===== src/rtl/mux_regbank_sequencer.sv =====
// mux_regbank_sequencer
//   Source stage for the 16-bit 8:1 datapath mux. Holds eight operand
//   registers feeding the mux inputs in1..in8 and scans the mux selects
//   through channels 0..7. Each channel is held for DWELL cycles.
//
//   State table
//   state | meaning
//   IDLE  | waiting for start; valid/busy low, chan parked
//   SCAN  | stepping chan 0..7, DWELL cycles each; wraps when cont=1
//
// Ports
//   clk, rst_n       clock, asynchronous active-low reset
//   wr_en, wr_addr,  operand bank write port (addr 0 -> in1 ... 7 -> in8)
//   wr_data
//   start            begin a scan pass (only honoured in IDLE)
//   cont             continuous mode, sampled at the end of channel 7
//   in1..in8         registered operand words to the mux
//   s0, s1, s2       mux selects: s2=chan[2], s0=chan[1], s1=chan[0]
//   chan             current channel index
//   valid            selects stable, mux output meaningful
//   busy             high in SCAN
//   done             one-cycle pulse at the end of each pass
module mux_regbank_sequencer #(
   parameter int WIDTH = 16,
   parameter int DWELL = 1
) (
   input  logic             clk,
   input  logic             rst_n,
   input  logic             wr_en,
   input  logic [2:0]       wr_addr,
   input  logic [WIDTH-1:0] wr_data,
   input  logic             start,
   input  logic             cont,
   output logic [WIDTH-1:0] in1,
   output logic [WIDTH-1:0] in2,
   output logic [WIDTH-1:0] in3,
   output logic [WIDTH-1:0] in4,
   output logic [WIDTH-1:0] in5,
   output logic [WIDTH-1:0] in6,
   output logic [WIDTH-1:0] in7,
   output logic [WIDTH-1:0] in8,
   output logic             s0,
   output logic             s1,
   output logic             s2,
   output logic [2:0]       chan,
   output logic             valid,
   output logic             busy,
   output logic             done
);

   typedef enum logic {IDLE, SCAN} state_t;

   localparam logic [7:0] DWELL_LAST = 8'(DWELL - 1);

   state_t           state;
   logic [7:0]       dwell_cnt;
   logic [WIDTH-1:0] bank [8];

   always_ff @(posedge clk or negedge rst_n) begin
      if (!rst_n) begin
         for (int i = 0; i < 8; i++) bank[i] <= '0;
      end else if (wr_en) begin
         bank[wr_addr] <= wr_data;
      end
   end

   assign in1 = bank[0];
   assign in2 = bank[1];
   assign in3 = bank[2];
   assign in4 = bank[3];
   assign in5 = bank[4];
   assign in6 = bank[5];
   assign in7 = bank[6];
   assign in8 = bank[7];

   // Selects are plain rewires of the chan flops, so they stay glitch-free
   // register outputs. s0/s1 are swapped relative to chan bit order.
   assign s2 = chan[2];
   assign s0 = chan[1];
   assign s1 = chan[0];

   always_ff @(posedge clk or negedge rst_n) begin
      if (!rst_n) begin
         state     <= IDLE;
         chan      <= 3'd0;
         dwell_cnt <= 8'd0;
         valid     <= 1'b0;
         busy      <= 1'b0;
         done      <= 1'b0;
      end else begin
         done <= 1'b0;
         case (state)
            IDLE: begin
               if (start) begin
                  state     <= SCAN;
                  chan      <= 3'd0;
                  dwell_cnt <= 8'd0;
                  busy      <= 1'b1;
                  valid     <= 1'b1;
               end
            end
            SCAN: begin
               if (dwell_cnt == DWELL_LAST) begin
                  dwell_cnt <= 8'd0;
                  if (chan == 3'd7) begin
                     done <= 1'b1;
                     chan <= 3'd0;
                     if (!cont) begin
                        state <= IDLE;
                        busy  <= 1'b0;
                        valid <= 1'b0;
                     end
                  end else begin
                     chan <= chan + 3'd1;
                  end
               end else begin
                  dwell_cnt <= dwell_cnt + 8'd1;
               end
            end
            default: state <= IDLE;
         endcase
      end
   end

endmodule

===== config.mk =====
export PLATFORM = sky130hd
export DESIGN_NAME = mux_regbank_sequencer
export DESIGN_NICKNAME = d
export VERILOG_FILES = /design/src/rtl/mux_regbank_sequencer.sv
export SDC_FILE = /design/constraint.sdc
export NUM_CORES = 1
export LEC_CHECK = 0
export CAP_MARGIN = 10
export CORE_ASPECT_RATIO = 0.8
export CORE_MARGIN = 4
export CORE_UTILIZATION = 43
export CTS_CLUSTER_SIZE = 24
export DETAILED_ROUTE_END_ITERATION = 10
export GPL_ROUTABILITY_DRIVEN = 0
export PLACE_DENSITY = 0.76
export SYNTH_ARGS = -nofsm -noshare
export SYNTH_HDL_FRONTEND = slang
export SYNTH_SLANG_ARGS = --single-unit

===== constraint.sdc =====
create_clock -name clk -period 1.45 [get_ports clk]
set_clock_uncertainty 0.05 [all_clocks]
set_input_delay 0.29 -clock clk [delete_from_list [all_inputs] [get_ports clk]]
set_output_delay 0.29 -clock clk [all_outputs]
set_load 0.1 [all_outputs]

==> results of run 1 <==
-- flip-flops by register name, summed over array words and instances, names as in the netlist --
signal	cells
in2	16
in7	16
done	1
busy	1
in8	16
in6	16
state	1
in5	16
dwell_cnt	8
in1	16
in4	16
in3	16
chan	3
-- power by group through the flow --
stage / logic [µW] / clock network [µW] / registers, µW
2_1_floorplan: 1770 / 0 / 11800
3_3_place_gp: 12400 / 0 / 6100
3_5_place_dp: 12600 / 0 / 6190
4_1_cts: 12700 / 4640 / 6160
5_1_grt: 13100 / 4840 / 6280
6_report: 12800 / 4570 / 6150
-- through the flow --
stage | setup TNS, ns | instances | util, %
finish | -0.06282 | 762 | 77.93
CTS | -0.1092 | 758 | 77.44
global route | -0.4067 | 762 | 77.93
global placement | -60.13 | 715 | 71.50
detailed placement | -70.36 | 715 | 71.50
floorplan | -3.005 | 364 | -
-- final timing paths --
path | startpoint | to | slack (ns) | cells past startpoint
max reg2reg | dwell_cnt[0] | busy | 0.02 | 6
min in group clk | in7[6] | in7[6] | 0.52 | 1
min reg2reg | in7[6] | in7[6] | 0.52 | 1
max in group asynchronous | rst_n | chan[0] | 0.48 | 3
max | chan[1] | chan[1] | -0.02 | 1
min | rst_n | in1[7] | 0.31 | 2
-- placed cells by master, fill, tap and decap left out, types with 3 or more instances in the layout --
master,Yosys,final
nor2b_1,3,3
mux2_4,10,19
dfrtp_2,0,4
clkdlybuf4s50_1,0,18
clkinv_2,0,3
buf_4,8,36
clkinv_4,0,3
buf_12,1,149
nand4b_2,3,3
clkinvlp_4,0,3
nand2_1,11,11
bufinv_16,0,4
ha_4,0,3
clkbuf_16,0,17
nand4_1,3,3
nand3_1,6,5
inv_1,7,5
mux2_2,118,109
dlygate4sd2_1,0,4
o211ai_1,6,6
dfrtp_1,142,136
-- timing repair --
action	4_1_cts	5_1_grt
gates cloned	2	0
buffers inserted	9	4
resized for setup	13	8
hold endpoints to repair	28	0
hold buffers	1	0
setup endpoints to repair	142	16
pin swaps	6	7
-- layout make-up --
cell class	count	area [µm²]
multi-input combinational	195	2125
fill	712	2860
sequential	142	3566
clock inverter	14	192.7
tap	175	219.0
inverter	7	26.28
clock buffer	18	429.2
timing repair buffer	211	3545
-- cells by family after synthesis --
group                      synth area share (%)
DFF                                       62.04
muxes                                     25.82
and+or+nand+nor                           5.701
buffers and inverters                     3.080
AOI/OAI and AO/OA                         2.185
adders and majority gates                0.8738
xor gates and xnor gates                 0.3059
-- worst register-to-register path: stages, from the launching register on --
cell	delay [ns]
dfrtp_1	0.41
inv_2	0.10
ha_4	0.13
nor4b_4	0.24
buf_4	0.19
nand3_2	0.08
o2bb2ai_2	0.13
-- routing by layer --
metal | routed length [µm] | global-route usage [%] | up-vias
li1 | - | - | 1744
met1 | 6816 | 28.65 | 2054
met2 | 9047 | 40.61 | 98
met3 | 773 | 5.898 | 16
met4 | 210 | 5.386 | 0
met5 | 0 | 0 | -
==> results.py, run 1 <==
metrics = {
    "status": {
        "run_status": "finished with violations",
        "violations": "negative setup slack",
    },
    "clock_network": {
        "worstSkewPairLatency_ns": 0.41,
        "cts_buffers": 17,
        "cts.clk_slew.worst_paths_ns": 0.06,
        "cts.sinks": 142,
        "cts.path.max_buffers": 2,
        "root_buffer": "clkbuf_16",
        "htree_levels": 4,
        "cts_tree": "done",
    },
    "drt": {
        "via_per_inst": 5.134,
        "ant_nets": 0,
        "drcViolationCount": 0,
        "routed_wl_mm": 16.85,
        "first_pass_iters": 4,
        "vias": 3912,
        "wl_per_cell_um": 22.11,
        "drt_iter0_drc": 237,
    },
    "final_layout": {
        "nets": 602,
        "diodes": 0,
        "area_growth_pct": 76.37,
        "drive_gt1_share_pct": 64.05,
        "stdcell_area_um2": 10100,
    },
    "power_and_ir_drop": {
        "pwr_density_cell_nw_per_um2": 2330,
        "power.share.switching_pct": 46.67,
        "p_leak_uw": 0.004472,
        "intPower_uw": 12550,
        "ir_worst_vdd_uv": 1933,
        "share_comb_of_total_power_pct": 54.4,
        "p_switching_uw": 10990,
        "p_seq_share_pct": 26.1,
        "total_power_uw": 23540,
        "p_clk_share_pct": 19.4,
    },
    "logic_synthesis": {
        "synth.most_common_cell": "dfrtp_1",
        "synth_cell_types": 37,
        "synth_top_cell_by_area": "dfrtp_1",
        "synth_edf_count": 0,
        "synth_ff_type": "dfrtp_1",
        "synthTopCellsByCount": "dfrtp_1 (142), mux2_2 (118), nand2_1 (11)",
        "ys_ff_latch": 142,
        "yosysTopAreaCellShare_pct": 62.04,
        "async_flop_share_pct": 100.0,
        "netlist_area_um2": 5728,
        "synth.area.top_cells": "dfrtp_1 (62%), mux2_2 (23%), mux2_4 (2.6%)",
        "postSynthAreaPerCell_um2": 15.74,
        "synth_fp_nets": 392,
        "synth_cells": 364,
        "ys_warn_count": 0,
        "synth_seq_area_share_pct": 62.04,
    },
    "floorplan": {
        "core_um2": 12960,
        "die_w_um": 137.0,
        "rows": 37,
        "initial_core_util_pct": 44.19,
        "pin_count": 161,
        "die-area_um2": 15240,
        "die_h_um": 111.2,
    },
    "grt": {
        "track_usage_pct": 23.19,
        "gr-total-overflow": 0,
        "grt_first_pass_wirelength_mm": 26.52,
        "grt_max_degree": 42,
        "grt_pass1_vias": 4466,
        "grt_antenna_before_repair": 0,
    },
    "setup_path": {
        "cp_max_fo": 4,
        "crit_path_start_kind": "register",
        "crit_slowest_cell": "dfrtp_4",
        "end_kind": "primary output",
        "cp_num_buf_inv": 1,
        "path_cells": "buf_12",
        "slowest_delay_ns": 0.53,
        "worstPathRequired_ns": 1.11,
        "cp_top_family": "flip-flops",
        "worst_ep_arrival_time_ns": 1.13,
        "crit_type": "register to primary output",
    },
    "timing": {
        "drv_slew": 0,
        "clock.fmax_mhz": 681.9,
        "tightest_slew_ns": 0.4258,
        "fin_crit_ns": 1.467,
        "finalHoldViolCount": 0,
        "slew_headroom_pct": 71.25,
        "finalSetupViolCount": 4,
        "worst_slack_ns": -0.01658,
        "period_share_pct": 101.1,
        "hold-worst-slack_ns": 0.3116,
        "rsz0062_at_grt": "yes",
    },
    "worst_hold_path": {
        "min_path_type": "input pin to async pin",
    },
    "run": {
        "drv_cap": 0,
    },
    "placed_design": {
        "dp_hpwl_mm": 11.95,
        "placement.io_buffers": 160,
        "dpl_cell_area_um2": 9268,
        "post-place-ws_ns": -0.6419,
    },
}
(Power assumes the default switching activity.)
==> inputs of run 2 (changes only) <==
- clock period: 1.45 -> 1.22 ns (I/O delays scaled with it)
==> results.py, run 2 (synthesis results as in run 1) <==
metrics = {
    "final_layout": {
        "fin_util_pct": 82.31,
        "diodes": 0,
        "seq_area_um2": 3635,
        "drive_gt1_share_pct": 77.01,
        "multi_input_area_um2": 2208,
        "nets": 663,
        "layout_commonest_cell": "buf_12",
        "final_cell_mix": "buf_12 (149), mux2_2 (97), buf_4 (86), dfrtp_1 (85), dfrtp_2 (53)",
        "area_growth_pct": 86.26,
        "fillers": 619,
    },
    "floorplan": {
        "pin_count": 161,
        "die-area_um2": 15240,
        "die_h_um": 111.2,
        "rows": 37,
        "initial_core_util_pct": 44.19,
        "core_um2": 12960,
        "die_w_um": 137.0,
    },
    "setup_path": {
        "r2r_setup_slack_ns": -0.25,
        "end_kind": "primary output",
        "worstPathRequired_ns": 0.93,
        "r2r-end": "chan[0]",
        "cp_max_fo": 4,
        "crit_type": "register to primary output",
        "path_cells": "buf_6 > buf_12",
        "r2r_cells": 6,
        "slowest_delay_ns": 0.48,
        "rr_startpoint": "chan[1]",
        "worst_ep_arrival_time_ns": 1.20,
        "crit_slowest_cell": "dfrtp_4",
        "crit_path_start_kind": "register",
    },
    "timing": {
        "worst_slack_ns": -0.2736,
        "clock.fmax_mhz": 669.5,
        "slew_headroom_pct": 74.01,
        "finalSetupViolCount": 151,
        "tightest_slew_ns": 0.3886,
        "drv_slew": 0,
        "finalHoldViolCount": 0,
        "fin_crit_ns": 1.494,
        "period_share_pct": 122.4,
        "rsz0062_at_grt": "yes",
    },
    "clock_network": {
        "root_buffer": "clkbuf_16",
        "cts_tree": "done",
        "cts_buffers": 17,
        "cts.sinks": 142,
        "worstSkewPairLatency_ns": 0.41,
        "cts.clk_slew.worst_paths_ns": 0.07,
        "htree_levels": 4,
        "cts.path.max_buffers": 2,
    },
    "placed_design": {
        "post-place-ws_ns": -0.6766,
        "placement.io_buffers": 160,
        "dp_hpwl_mm": 11.56,
    },
    "drt": {
        "routed_wl_mm": 18.06,
        "via_per_inst": 5.147,
        "ant_nets": 0,
        "drt_iter0_drc": 225,
        "first_pass_iters": 4,
        "vias": 4236,
        "drcViolationCount": 0,
        "wl_per_cell_um": 21.95,
    },
    "grt": {
        "grt_antenna_before_repair": 0,
        "track_usage_pct": 23.67,
        "gr-total-overflow": 0,
        "grt_first_pass_wirelength_mm": 27.23,
        "grt_pass1_vias": 4694,
        "grt_max_degree": 35,
    },
    "run": {
        "drv_cap": 0,
    },
    "power_and_ir_drop": {
        "ir_worst_vdd_uv": 2339,
        "p_leak_uw": 0.004728,
        "pwr_density_cell_nw_per_um2": 2694,
    },
    "status": {
        "violations": "negative setup slack",
        "run_status": "finished with violations",
    },
    "worst_hold_path": {
        "min_path_type": "input pin to async pin",
    },
}
## run 2: cell count changes in the layout (fill, tap and decap cells not counted), sizes merged
cell,previous run,this run
buf,188,251
bufinv,4,0
clkbuf,18,20
clkinv,6,3
clkinvlp,3,4
dlygate4sd2,4,0
inv,8,14
## run 2: worst max path at each step
stage / startpoint / depth (start not counted) / to
floorplan: wr_addr[0] / 5 / in3[10]
global placement: wr_addr[1] / 5 / in3[15]
detailed placement: wr_addr[1] / 5 / in3[4]
CTS: chan[1] / 2 / chan[1]
global route: chan[0] / 2 / chan[0]
finish: chan[1] / 2 / chan[1]
## run 2: per-layer routing
metal | track usage [%] | share of wire (%) | vias up | routed length [µm]
met5 | 0 | 0 | - | 0
met4 | 6.715 | 1.3 | 0 | 240
met3 | 6.579 | 5.5 | 22 | 986
met2 | 40.54 | 53 | 131 | 9537
met1 | 29.16 | 40 | 2229 | 7299
li1 | - | - | 1854 | -
## run 2: layout make-up
cell class,count,area share (%)
Sequential cell,142,34.07
Timing Repair Buffer,272,37.76
Clock buffer,18,4.023
Inverter,7,0.2463
Multi-Input combinational cell,195,20.70
Tap cell,175,2.052
Clock inverter,14,1.149
## run 2: what timing repair did
item,CTS,global route
gates cloned,2,0
hold endpoints to repair,127,0
setup buffers,43,25
resized for setup,36,13
setup endpoints to repair,278,171
pin swaps,12,15
hold buffers,1,0
## run 2: where the power goes
| group | switching (µW) | total (µW) | internal (µW) |
|---|---|---|---|
| clock network | 2200 | 4860 | 2670 |
| registers | 1330 | 7290 | 5960 |
| logic | 10100 | 16600 | 6520 |
## run 2: metrics by stage
stage          instance area, µm²  total power (µW)  hold slack (ns)  std cells  setup TNS [ns]
2_1_floorplan                5969             16330          -0.1016        364          -20.24
3_3_place_gp                 9419             22330          0.08878        721          -79.55
3_5_place_dp                 9419             22630          0.08852        721          -82.72
4_1_cts                     10440             28250           0.2166        799          -15.46
5_1_grt                     10670             29610           0.2359        823          -20.26
6_report                    10670             28740           0.2302        823          -15.11
## run 2: critical path: cells and delay by family (launching register included)
kind | cells | cell delay [ns]
buf+inv | 2 | 0.30
flops | 1 | 0.48
==> inputs of run 3 (changes only) <==
- CORE_UTILIZATION: 43 -> 48
- PLACE_DENSITY: 0.76 -> 0.8
- clock period: 1.22 -> 1.7 ns (I/O delays scaled with it)
==> results.py, run 3 (synthesis results as in run 1) <==
metrics = {
    "timing": {
        "finalHoldViolCount": 0,
        "hold-worst-slack_ns": 0.4031,
        "tns_ns": 0,
        "finalSetupViolCount": 0,
        "drv_slew": 0,
        "fin_crit_ns": 1.621,
        "tightest_slew_ns": 0.3901,
        "clock.fmax_mhz": 617.0,
        "period_share_pct": 95.34,
        "slew_headroom_pct": 73.91,
        "rsz0062_at_grt": "no",
    },
    "floorplan": {
        "die_w_um": 130.1,
        "pin_count": 161,
        "die-area_um2": 13760,
        "rows": 35,
        "die_h_um": 105.7,
        "initial_core_util_pct": 49.36,
        "core_um2": 11600,
    },
    "grt": {
        "met2_usage_pct": 43.30,
        "grt_max_degree": 46,
        "grt_pass1_vias": 4447,
        "track_usage_pct": 25.08,
        "grt.busiest_layer": "met2",
        "gr-total-overflow": 0,
        "grt_antenna_before_repair": 0,
        "met1_usage_pct": 30.51,
        "grt_first_pass_wirelength_mm": 25.95,
        "met3_usage_pct": 7.396,
    },
    "setup_path": {
        "crit_type": "input pin to register",
        "end_kind": "register",
        "crit_path_start_kind": "input pin",
        "worstPathRequired_ns": 1.94,
        "cp_max_fo": 16,
        "worst_ep_arrival_time_ns": 1.86,
    },
    "power_and_ir_drop": {
        "intPower_uw": 10410,
        "ir_worst_vdd_uv": 1923,
        "power.share.switching_pct": 47.05,
        "p_leak_uw": 0.004292,
        "share_comb_of_total_power_pct": 53.5,
        "pwr_density_cell_nw_per_um2": 2025,
        "p_seq_share_pct": 26.8,
        "total_power_uw": 19660,
        "p_clk_share_pct": 19.7,
        "p_switching_uw": 9248,
    },
    "drt": {
        "wl_per_cell_um": 23.05,
        "drcViolationCount": 0,
        "vias": 3874,
        "first_pass_iters": 4,
        "via_per_inst": 5.433,
        "ant_nets": 0,
        "routed_wl_mm": 16.44,
        "drt_iter0_drc": 242,
    },
    "final_layout": {
        "nets": 580,
        "area_growth_pct": 69.44,
        "final_cell_mix": "buf_12 (146), dfrtp_1 (138), mux2_2 (118), clkdlybuf4s50_1 (22), buf_4 (19)",
        "diodes": 0,
        "drive_gt1_share_pct": 60.18,
        "layout_commonest_cell": "buf_12",
        "stdcell_count": 713,
    },
    "placed_design": {
        "dp_hpwl_mm": 11.88,
        "placement.io_buffers": 160,
        "dpl.cell_count": 680,
    },
    "run": {
        "drv_cap": 0,
    },
    "clock_network": {
        "cts.clk_slew.worst_paths_ns": 0.06,
        "cts.path.max_buffers": 2,
        "cts.sinks": 142,
        "root_buffer": "clkbuf_16",
        "cts_buffers": 17,
        "htree_levels": 4,
        "cts_tree": "done",
        "worstSkewPairLatency_ns": 0.41,
        "cts_setup_buffers": 0,
    },
    "worst_hold_path": {
        "min_path_type": "input pin to async pin",
    },
    "status": {
        "run_status": "complete, no violations",
    },
}
==> run 3: changes by cell type in the layout (fill, tap and decap cells not counted), moves of 4 or more <==
cell / previous run / this run
buf_4: 86 / 19
buf_6: 12 / 1
bufinv_16: 0 / 4
clkdlybuf4s50_1: 18 / 22
dfrtp_1: 85 / 138
dfrtp_2: 53 / 4
dfrtp_4: 4 / 0
ha_1: 0 / 4
ha_4: 4 / 0
inv_6: 5 / 0
mux2_2: 97 / 118
mux2_4: 31 / 10
==> run 3: through the flow <==
stage | setup WS, ns | instance area, µm² | util (%)
6_report | 0.07917 | 9706 | 83.63
3_5_place_dp | -0.3326 | 9071 | 78.17
3_3_place_gp | -0.2963 | 9071 | 78.17
2_1_floorplan | 0.05046 | 5733 | -
5_1_grt | 0.03667 | 9706 | 83.63
4_1_cts | 0.07616 | 9704 | 83.62
==> run 3: layout make-up <==
type / instances / area, µm²
well taps: 148 / 185.2
flip-flops and latches: 142 / 3558
inverters: 7 / 26.28
clock inverters: 14 / 193.9
repair buffers: 189 / 3307
fillers: 502 / 1899
clock buffers: 18 / 429.2
multi-input cells: 195 / 2006
==> run 3: worst max-delay path, cell delays in order <==
cell             delay (ns)
clkdlybuf4s50_1        0.55
buf_4                  0.18
nand2_1                0.08
nor3_4                 0.16
buf_12                 0.18
mux2_2                 0.35
==> run 3: path summary, 6_finish.rpt <==
check                                  start      endpoint  slack (ns)  cells after the start
worst max-delay path                   wr_en        in2[9]        0.08                      6
worst min-delay path                   rst_n        in3[8]        0.40                      2
worst max register to register  dwell_cnt[1]  dwell_cnt[1]        0.16                      5
worst min register to register        in8[2]        in8[2]        0.52                      1
max in group asynchronous              rst_n        in1[8]        0.57                      3
min in group clk                      in8[2]        in8[2]        0.52                      1
==> run 3: routing by layer <==
| metal | vias to the layer above | routed length [µm] |
|---|---|---|
| met5 | - | 0 |
| met4 | 0 | 252 |
| met3 | 21 | 1009 |
| met2 | 143 | 8713 |
| met1 | 2022 | 6463 |
| li1 | 1688 | - |
==> run 3: repair_timing <==
action | CTS | global route
resized for setup | 0 | 1
hold buffers | 1 | 0
endpoints found under the hold margin | 31 | 0
endpoints found under the setup margin | 0 | 7
==> run 3: power groups by stage <==
| stage | clock (µW) | combinational, µW | sequential [µW] |
|---|---|---|---|
| floorplan | 0 | 1440 | 10000 |
| global placement | 0 | 10400 | 5200 |
| detailed placement | 0 | 10500 | 5280 |
| CTS | 3940 | 10600 | 5260 |
| global route | 4090 | 10800 | 5360 |
| finish | 3870 | 10500 | 5260 |
